===== src/rtl/uart_status_tx.sv =====
// Status reporter: sends "S<hh> P<hhhh>\r\n" as 8N1 UART whenever state/score
// change or on request; changes arriving mid-line collapse into one follow-up line.
//
// state | meaning
// IDLE  | line idle high, waiting for a trigger or a pending follow-up
// START | start bit (low) for one baud period
// DATA  | 8 data bits, LSB first
// STOP  | stop bit (high); advances to next byte or ends the line
module uart_status_tx #(
  parameter int CLK_HZ = 50_000_000,
  parameter int BAUD   = 115_200
) (
  input  logic        clk,
  input  logic        reset_n,
  input  logic [7:0]  state,
  input  logic [15:0] score,
  input  logic        send_req,
  output logic        uart_tx,
  output logic        busy,
  output logic        done
);

  localparam int BAUD_DIV = CLK_HZ / BAUD;
  localparam int CW = (BAUD_DIV > 1) ? $clog2(BAUD_DIV) : 1;
  localparam logic [CW-1:0] CNT_LAST = CW'(BAUD_DIV - 1);

  typedef enum logic [1:0] {IDLE, START, DATA, STOP} fsm_t;

  fsm_t          fsm_q, fsm_d;
  logic [CW-1:0] cnt_q, cnt_d;
  logic [2:0]    bit_q, bit_d;
  logic [3:0]    idx_q, idx_d;
  logic [7:0]    last_state_q, last_state_d;
  logic [15:0]   last_score_q, last_score_d;
  logic          pending_q, pending_d;
  logic          tx_q, tx_d;
  logic          busy_q, busy_d;
  logic          done_q, done_d;
  logic          changed, trigger, wrap;
  logic [7:0]    cur_byte;

  function automatic logic [7:0] hex_ascii(input logic [3:0] n);
    return (n < 4'd10) ? (8'h30 + {4'h0, n}) : (8'h37 + {4'h0, n});
  endfunction

  // The snapshot registers double as the line buffer.
  function automatic logic [7:0] line_byte(input logic [3:0] idx, input logic [7:0] st,
                                           input logic [15:0] sc);
    case (idx)
      4'd0:    return 8'h53;
      4'd1:    return hex_ascii(st[7:4]);
      4'd2:    return hex_ascii(st[3:0]);
      4'd3:    return 8'h20;
      4'd4:    return 8'h50;
      4'd5:    return hex_ascii(sc[15:12]);
      4'd6:    return hex_ascii(sc[11:8]);
      4'd7:    return hex_ascii(sc[7:4]);
      4'd8:    return hex_ascii(sc[3:0]);
      4'd9:    return 8'h0D;
      default: return 8'h0A;
    endcase
  endfunction

  always_comb begin
    changed      = {state, score} != {last_state_q, last_score_q};
    trigger      = send_req | changed;
    wrap         = (cnt_q == CNT_LAST);
    fsm_d        = fsm_q;
    cnt_d        = cnt_q;
    bit_d        = bit_q;
    idx_d        = idx_q;
    last_state_d = last_state_q;
    last_score_d = last_score_q;
    pending_d    = pending_q;
    done_d       = 1'b0;

    case (fsm_q)
      IDLE: begin
        cnt_d = '0;
        bit_d = '0;
        idx_d = '0;
        if (trigger || pending_q) begin
          last_state_d = state;
          last_score_d = score;
          pending_d    = 1'b0;
          fsm_d        = START;
        end
      end
      START: if (wrap) begin
        fsm_d = DATA;
        bit_d = '0;
      end
      DATA: if (wrap) begin
        bit_d = bit_q + 3'd1;
        if (bit_q == 3'd7) fsm_d = STOP;
      end
      STOP: if (wrap) begin
        if (idx_q == 4'd10) begin
          fsm_d  = IDLE;
          idx_d  = '0;
          done_d = 1'b1;
        end else begin
          idx_d = idx_q + 4'd1;
          fsm_d = START;
        end
      end
      default: fsm_d = IDLE;
    endcase

    if (fsm_q != IDLE) begin
      cnt_d = wrap ? '0 : cnt_q + 1'b1;
      if (trigger) pending_d = 1'b1;
    end

    // Output is registered from next-state values so uart_tx is glitch-free.
    cur_byte = line_byte(idx_d, last_state_d, last_score_d);
    busy_d   = (fsm_d != IDLE);
    case (fsm_d)
      START:   tx_d = 1'b0;
      DATA:    tx_d = cur_byte[bit_d];
      default: tx_d = 1'b1;
    endcase
  end

  always_ff @(posedge clk or negedge reset_n) begin
    if (!reset_n) begin
      fsm_q        <= IDLE;
      cnt_q        <= '0;
      bit_q        <= '0;
      idx_q        <= '0;
      last_state_q <= '0;
      last_score_q <= '0;
      pending_q    <= 1'b0;
      tx_q         <= 1'b1;
      busy_q       <= 1'b0;
      done_q       <= 1'b0;
    end else begin
      fsm_q        <= fsm_d;
      cnt_q        <= cnt_d;
      bit_q        <= bit_d;
      idx_q        <= idx_d;
      last_state_q <= last_state_d;
      last_score_q <= last_score_d;
      pending_q    <= pending_d;
      tx_q         <= tx_d;
      busy_q       <= busy_d;
      done_q       <= done_d;
    end
  end

  assign uart_tx = tx_q;
  assign busy    = busy_q;
  assign done    = done_q;

endmodule


===== config.mk =====
export PLATFORM = sky130hd
export DESIGN_NAME = uart_status_tx
export DESIGN_NICKNAME = d
export VERILOG_FILES = /design/src/rtl/uart_status_tx.sv
export SDC_FILE = /design/constraint.sdc
export NUM_CORES = 1
export LEC_CHECK = 0
export ABC_AREA = 1
export BUFFER_PORTS_ARGS = -buffer_cell sky130_fd_sc_hd__buf_2
export CELL_PAD_IN_SITES_DETAIL_PLACEMENT = 1
export CELL_PAD_IN_SITES_GLOBAL_PLACEMENT = 1
export CORE_MARGIN = 8
export CORE_UTILIZATION = 47
export CTS_CLUSTER_SIZE = 30
export DETAILED_ROUTE_END_ITERATION = 10
export PLACE_DENSITY = 0.88
export REMOVE_ABC_BUFFERS = 1
export SETUP_SLACK_MARGIN = 0.1
export SLEW_MARGIN = 10
export SYNTH_ARGS = -nofsm -noshare
export SYNTH_HDL_FRONTEND = slang
export SYNTH_SLANG_ARGS = --single-unit

===== constraint.sdc =====
create_clock -name clk -period 5.8 [get_ports clk]
set_clock_uncertainty 0.1 [all_clocks]
set_input_delay 1.16 -clock clk [delete_from_list [all_inputs] [get_ports clk]]
set_output_delay 1.16 -clock clk [all_outputs]
set_load 0.005 [all_outputs]

==> results.ini, run 1 <==
[detailed_routing]
antenna_violating_nets_remaining = 0
routed_wl_um = 9029
drc = 0
routed_wire_length_per_instance_um = 14.49
detailedRoute.firstPassIterationCount = 4
via_per_inst = 5.239
route.vias.total = 3264
initialDrtViolationCount = 79

[clocking]
worst_setup_hold_path_clk_slew_ps = 90
tritoncts = yes
insertion_delay_ps = 310
cts-resized-gates = 0
cts_hold_buffers = 0
clockBufferDepth = 2
cts-buffers-inserted = 5
cts_root_buffer = clkbuf_8
post_cts.repair.setup_buffers = 0
ctsHtreeMaxLevel = 2
clock-sinks = 46

[critical_path]
critical_path_required_ps = 5960
critical_path_peak_fanout = 36
cp-end-kind = flip-flop
critical_path.endpoint = uart_tx
start_kind = flip-flop
crit-reg2reg-capture = uart_tx
cp_launch_point = fsm_q[1]
register_to_register_setup_slack_ps = 2590
crit_type = reg2reg
critical_path_arrival_ps = 3360
rr_startpoint = fsm_q[1]
r2r_cells = 19

[synthesis]
synth_compound_area_share_pct = 6.492
post_synth_fa_ha_maj_area_fraction_pct = 3.945
async_reset_ff_share_pct = 100.0
synthesis.area_per_instance_sq_um = 7.090
post_synth_num_cell_types = 40
number_of_synthesized_flops_with_an_enable_pin = 0
synth-seq-cells = 46
synthesis.area_sq_um = 3488
synth-simple-area-share_pct = 40.32
post_synth_inst_count = 492
synth_ff_type = dfrtp_1
synth_top_family_by_area = simple AND/OR/NAND/NOR gates
post_synth_xor_area_fraction_pct = 6.277
yosysSeqAreaShare_pct = 33.03
synth-warning-count = 0
ys_top_cells_by_area = dfrtp_1 (32%), nand2_1 (14%), inv_1 (7.5%)
synth_largest_area_cell = dfrtp_1
multiplexer_fraction_of_the_synthesized_cell_area_pct = 0
synth_largest_type_area_fraction_pct = 32.28

[power]
p_clk_share_pct = 37.9
pwr-share-seq_pct = 56.8
power.combinational.fraction_pct = 5.3
power_leakage_nw = 2.053
power_density_nw_per_um2 = 147.8
internal-power_w = 0.0004290
sw_frac_of_total_pct = 23.92
ir_worst_vdd_v = 0.00009007
net-switching-power_w = 0.0001349

[sta]
fin_crit_sh_pct = 55.27
final-setup-viol-count = 0
fin_setup_tns_ps = 0
rsz0062_at_grt = no
tightest_pin_transition_ps = 619.3
timing_max_transition_violations_final = 0
slew_hr_pct = 58.71
layout_min_cycle_time_ps = 3206
fmaxAchievable_ghz = 0.3119
finalHoldViolCount = 0

[floorplan]
die_area_sq_um = 10430
start_util_pct = 48.35
placement_rows = 31
die_w_um = 102.2
floorplan.core_area_sq_um = 7214
die_height_um = 102.2
io_pins = 30

[cells_and_area]
finalCoreUtilization_pct = 52.88
diodes = 0
num-nets-final = 561
syn2layout_area_growth_pct = 9.362
final_layout_size_suffix_gt1_share_pct = 15.84

[flow_run]
drv.max_cap_violation_count = 0

[global_route]
grt_pass1_vias = 3460
grt_start_max_net_pins = 47
antenna_found_initial = 0
grt_overflow_total = 0
grt.total_usage_pct = 18.25
wire_length_of_the_first_global_routing_pass_um = 15290

[place]
port_buffers = 29
hpwl_um = 7046
gpl.final_weighted_congestion = 0.8372

[run_status]
outcome = completed

[hold_path]
hold_path.class = reg2reg

[sequential cells by signal, summed over array words and instances (netlist names)]
name,cells
busy,1
cnt_q,9
bit_q,3
pending_q,1
fsm_q,2
uart_tx,1
idx_q,4
last_state_q,8
last_score_q,16
done,1
[per-layer routing]
metal	share of wire, %	GRT usage, %
met5	0	0
met4	1.3	4.853
met3	2.3	3.134
met2	53	34.28
met1	43	20.51
[worst max-delay path, stage by stage, from the launching register on]
cell and delay [ps]:
dfrtp_1 440, inv_1 150, ha_1 180, buf_4 360
inv_2 240, or2_2 330, o21ai_0 160, a21oi_1 150
nand2_1 150, xor2_1 180, nand3_1 100, nand2_1 70
inv_1 50, nand3_1 90, nand2_1 60, nand3_1 70
nand3_1 70, nand2_1 90, nand2_1 50, nand2_1 50
[cells in the final DEF, fill, tap and decap left out, types with 3 or more instances in the layout]
cell type	count
dfrtp_1	45
nand3_1	31
clkbuf_8	6
nand3b_1	3
xnor2_1	9
ha_1	11
a31oi_1	5
o21ai_0	19
nor2_2	3
nor2_4	4
nand2_2	12
buf_2	29
nand3_4	3
nor3_1	9
a21oi_1	6
xor2_1	16
nor3b_1	4
nand4_1	23
nand2_1	129
inv_1	70
nor2_1	48
or2_2	9
inv_2	4
[kinds of logic (layout without fill, tap and decap cells)]
group	Yosys count	after routing
adders and majority gates	11	11
xor gates and xnor gates	25	25
and+or+nand+nor	287	287
DFF	46	46
AOI/OAI and AO/OA	39	39
buffers and inverters	84	116
[how the worst min path moves through the flow]
stage / from / to / cells past startpoint
global route: pending_q / pending_q / 2
detailed placement: pending_q / pending_q / 2
CTS: pending_q / pending_q / 2
global placement: cnt_q[0] / cnt_q[0] / 1
finish: pending_q / pending_q / 2
floorplan: cnt_q[0] / cnt_q[0] / 1
[synth_stat cells, types with 11 or more instances]
cell type and n:
ha_1 11, nand2_2 12, dfrtp_1 45, o21ai_0 19
xor2_1 16, nand3_1 31, nand4_1 23, inv_1 70
nor2_1 48, nand2_1 129
[power by group through the flow]
stage | Combinational (W) | Sequential (W) | Clock (W)
after CTS | 0.0000305 | 0.000320 | 0.000218
final | 0.0000297 | 0.000320 | 0.000214
after global routing | 0.0000338 | 0.000320 | 0.000230
after global placement | 0.0000287 | 0.000327 | 0
after floorplan | 0.00000981 | 0.000327 | 0
after detailed placement | 0.0000302 | 0.000327 | 0
[metrics by stage]
step	power [W]	setup WS (ps)	instance area, sq um	instances	hold WS, ps
after CTS	0.0005685	2587	3815	623	416.4
after floorplan	0.0003367	2867	3436	485	360.8
after detailed placement	0.0003570	2617	3720	615	395.3
after global placement	0.0003555	2756	3720	615	388.6
final	0.0005639	2594	3815	623	412.2
after global routing	0.0005838	2255	3815	623	438.9
[area by class of cell]
type / instances / area, sq um
multi-input cells: 362 / 1989
well taps: 99 / 123.9
clock inverters: 2 / 12.51
flip-flops and latches: 46 / 1152
repair buffers: 31 / 160.2
inverters: 77 / 294.0
fillers: 991 / 3400
clock buffers: 6 / 82.58
(Power assumes the default switching activity.)
==> run 2: changes to the inputs <==
- CORE_UTILIZATION: 47 -> 40
- PLACE_DENSITY: 0.88 -> 0.8
- clock period: 5.8 -> 2.9 ns (I/O delays scaled with it)
==> run 2 against run 1 <==
Compared with the run above:
- sequential cell count is the same
- non-clock buffer count grew 31
- via count grew 6.9%
- clock-buffer cell count grew 1
- die area grew 15%
- sequential power grew 100%
- critical path type unchanged
- critical endpoint unchanged
- largest power group unchanged
- highest routed layer unchanged
==> results.ini, run 2 (synthesized netlist as in run 1, its figures left out) <==
[run_status]
outcome = completed

[floorplan]
die_w_um = 109.4
placement_rows = 34
start_util_pct = 40.59
io_pins = 30
die_height_um = 109.4
floorplan.core_area_sq_um = 8593
die_area_sq_um = 11970

[place]
port_buffers = 29
post-place-cells = 632
hpwl_um = 7680
gpl.final_weighted_congestion = 0.8523

[cells_and_area]
diodes = 0
num-nets-final = 593
most-common-layout-cells = nand2_1 (129), inv_1 (66), nor2_1 (45)
final_layout_size_suffix_gt1_share_pct = 23.02
mostFrequentLayoutCell = nand2_1
finalCoreUtilization_pct = 48.79
reg.largest.list = last_score_q: 16 flops, cnt_q: 9 flops, last_state_q: 8 flops
final_cells = 664
largest_reg_flops = 16
syn2layout_area_growth_pct = 20.19
top_register = last_score_q

[critical_path]
cp-end-kind = flip-flop
critical_path_peak_fanout = 6
start_kind = flip-flop
critical_path_arrival_ps = 2830
critical_path_required_ps = 3050
crit_type = reg2reg
r2r_cells = 21
register_to_register_setup_slack_ps = 230

[global_route]
grt_util_met3_pct = 2.989
gr-usage-met2_pct = 31.40
global_route.peak_usage_layer = met2
grt.total_usage_pct = 17.17
antenna_found_initial = 0
grt_overflow_total = 0
global_route.usage.met1_pct = 19.21
grt_pass1_vias = 3564
grt_start_max_net_pins = 22
wire_length_of_the_first_global_routing_pass_um = 16530

[clocking]
clock-sinks = 46
ctsHtreeMaxLevel = 2
cts-buffers-inserted = 5
cts_hold_buffers = 0
tritoncts = yes
cts_root_buffer = clkbuf_8
clockBufferDepth = 2
insertion_delay_ps = 310
worst_setup_hold_path_clk_slew_ps = 90

[power]
internal-power_w = 0.0009479
power_density_nw_per_um2 = 287.8
power_leakage_nw = 2.226
power.combinational.fraction_pct = 5.0
ir_worst_vdd_v = 0.0001729
pwr-share-seq_pct = 53.1
net-switching-power_w = 0.0002590
sw_frac_of_total_pct = 21.46
p_clk_share_pct = 41.9
power_w = 0.001207

[detailed_routing]
via_per_inst = 5.256
detailedRoute.firstPassIterationCount = 4
routed_wl_um = 10510
route.vias.total = 3490
initialDrtViolationCount = 110
antenna_violating_nets_remaining = 0
routed_wire_length_per_instance_um = 15.83
drc = 0

[sta]
tightest_pin_transition_ps = 449.1
worst_hold_slack_ps = 19.08
rsz0062_at_grt = no
fin_crit_sh_pct = 92.20
final-setup-viol-count = 0
fmaxAchievable_ghz = 0.3740
finalHoldViolCount = 0
layout_min_cycle_time_ps = 2674
timing_max_transition_violations_final = 0
slew_hr_pct = 69.74

[hold_path]
hold_path.class = in2async

[flow_run]
drv.max_cap_violation_count = 0

-- run 2: changes by cell type in the layout (fill, tap and decap cells not counted), sizes merged --
cell	delta
buf	+31
bufinv	+1
clkbuf	+1
clkinv	-1
clkinvlp	-1
nand3	+1
-- run 2: stage by stage --
step	area, sq um	setup slack, ps	setup TNS (ps)
finish	4193	226.2	0
global route	4193	31.96	0
CTS	3908	108.5	0
detailed placement	3791	172.0	0
global placement	3791	235.8	0
floorplan	3436	-33.03	-33.03
-- run 2: final timing paths --
kind | from | endpoint
max in group asynchronous | reset_n | uart_tx
max reg2reg | cnt_q[1] | uart_tx
min | reset_n | done
min in group clk | cnt_q[0] | cnt_q[0]
max | cnt_q[1] | uart_tx
min reg2reg | cnt_q[0] | cnt_q[0]
-- run 2: power groups by stage --
stage               Sequential [W]  Combinational, W  Clock [W]
floorplan                 0.000654         0.0000196          0
global placement          0.000654         0.0000598          0
detailed placement        0.000654         0.0000626          0
CTS                       0.000641         0.0000628   0.000521
global route              0.000641         0.0000697   0.000545
finish                    0.000641         0.0000608   0.000505
-- run 2: final cells by class --
| class | instances | area [sq um] |
|---|---|---|
| clock inverters | 1 | 30.03 |
| well taps | 108 | 135.1 |
| repair buffers | 62 | 412.9 |
| fillers | 1145 | 4400 |
| multi-input cells | 363 | 2078 |
| clock buffers | 7 | 86.33 |
| flip-flops and latches | 46 | 1154 |
| inverters | 77 | 296.5 |
-- run 2: what timing repair did --
action	CTS	global route
setup endpoints to repair	0	1
setup buffers	0	23
resized for setup	0	30
-- run 2: metal layers --
metal,vias to the layer above,share of wire [%]
met5,-,0
met2,68,53
met1,1699,40
li1,1698,-
met4,0,2.8
met3,25,3.7
-- run 2: critical path, cell delays in order (launching register included) --
cell and delay (ps):
dfrtp_1 400, inv_1 70, ha_2 170, inv_1 40
nor2_2 90, nand2_2 100, nor2_8 180, nand4_4 110
nand2_4 130, nand3_4 130, buf_4 160, buf_4 130
nand3_1 100, nand3_1 100, nor2_1 150, nand2_1 80
nand3_1 70, nand2_1 60, nand3_1 90, nand2_1 50
nand2_1 60, nand2_1 50
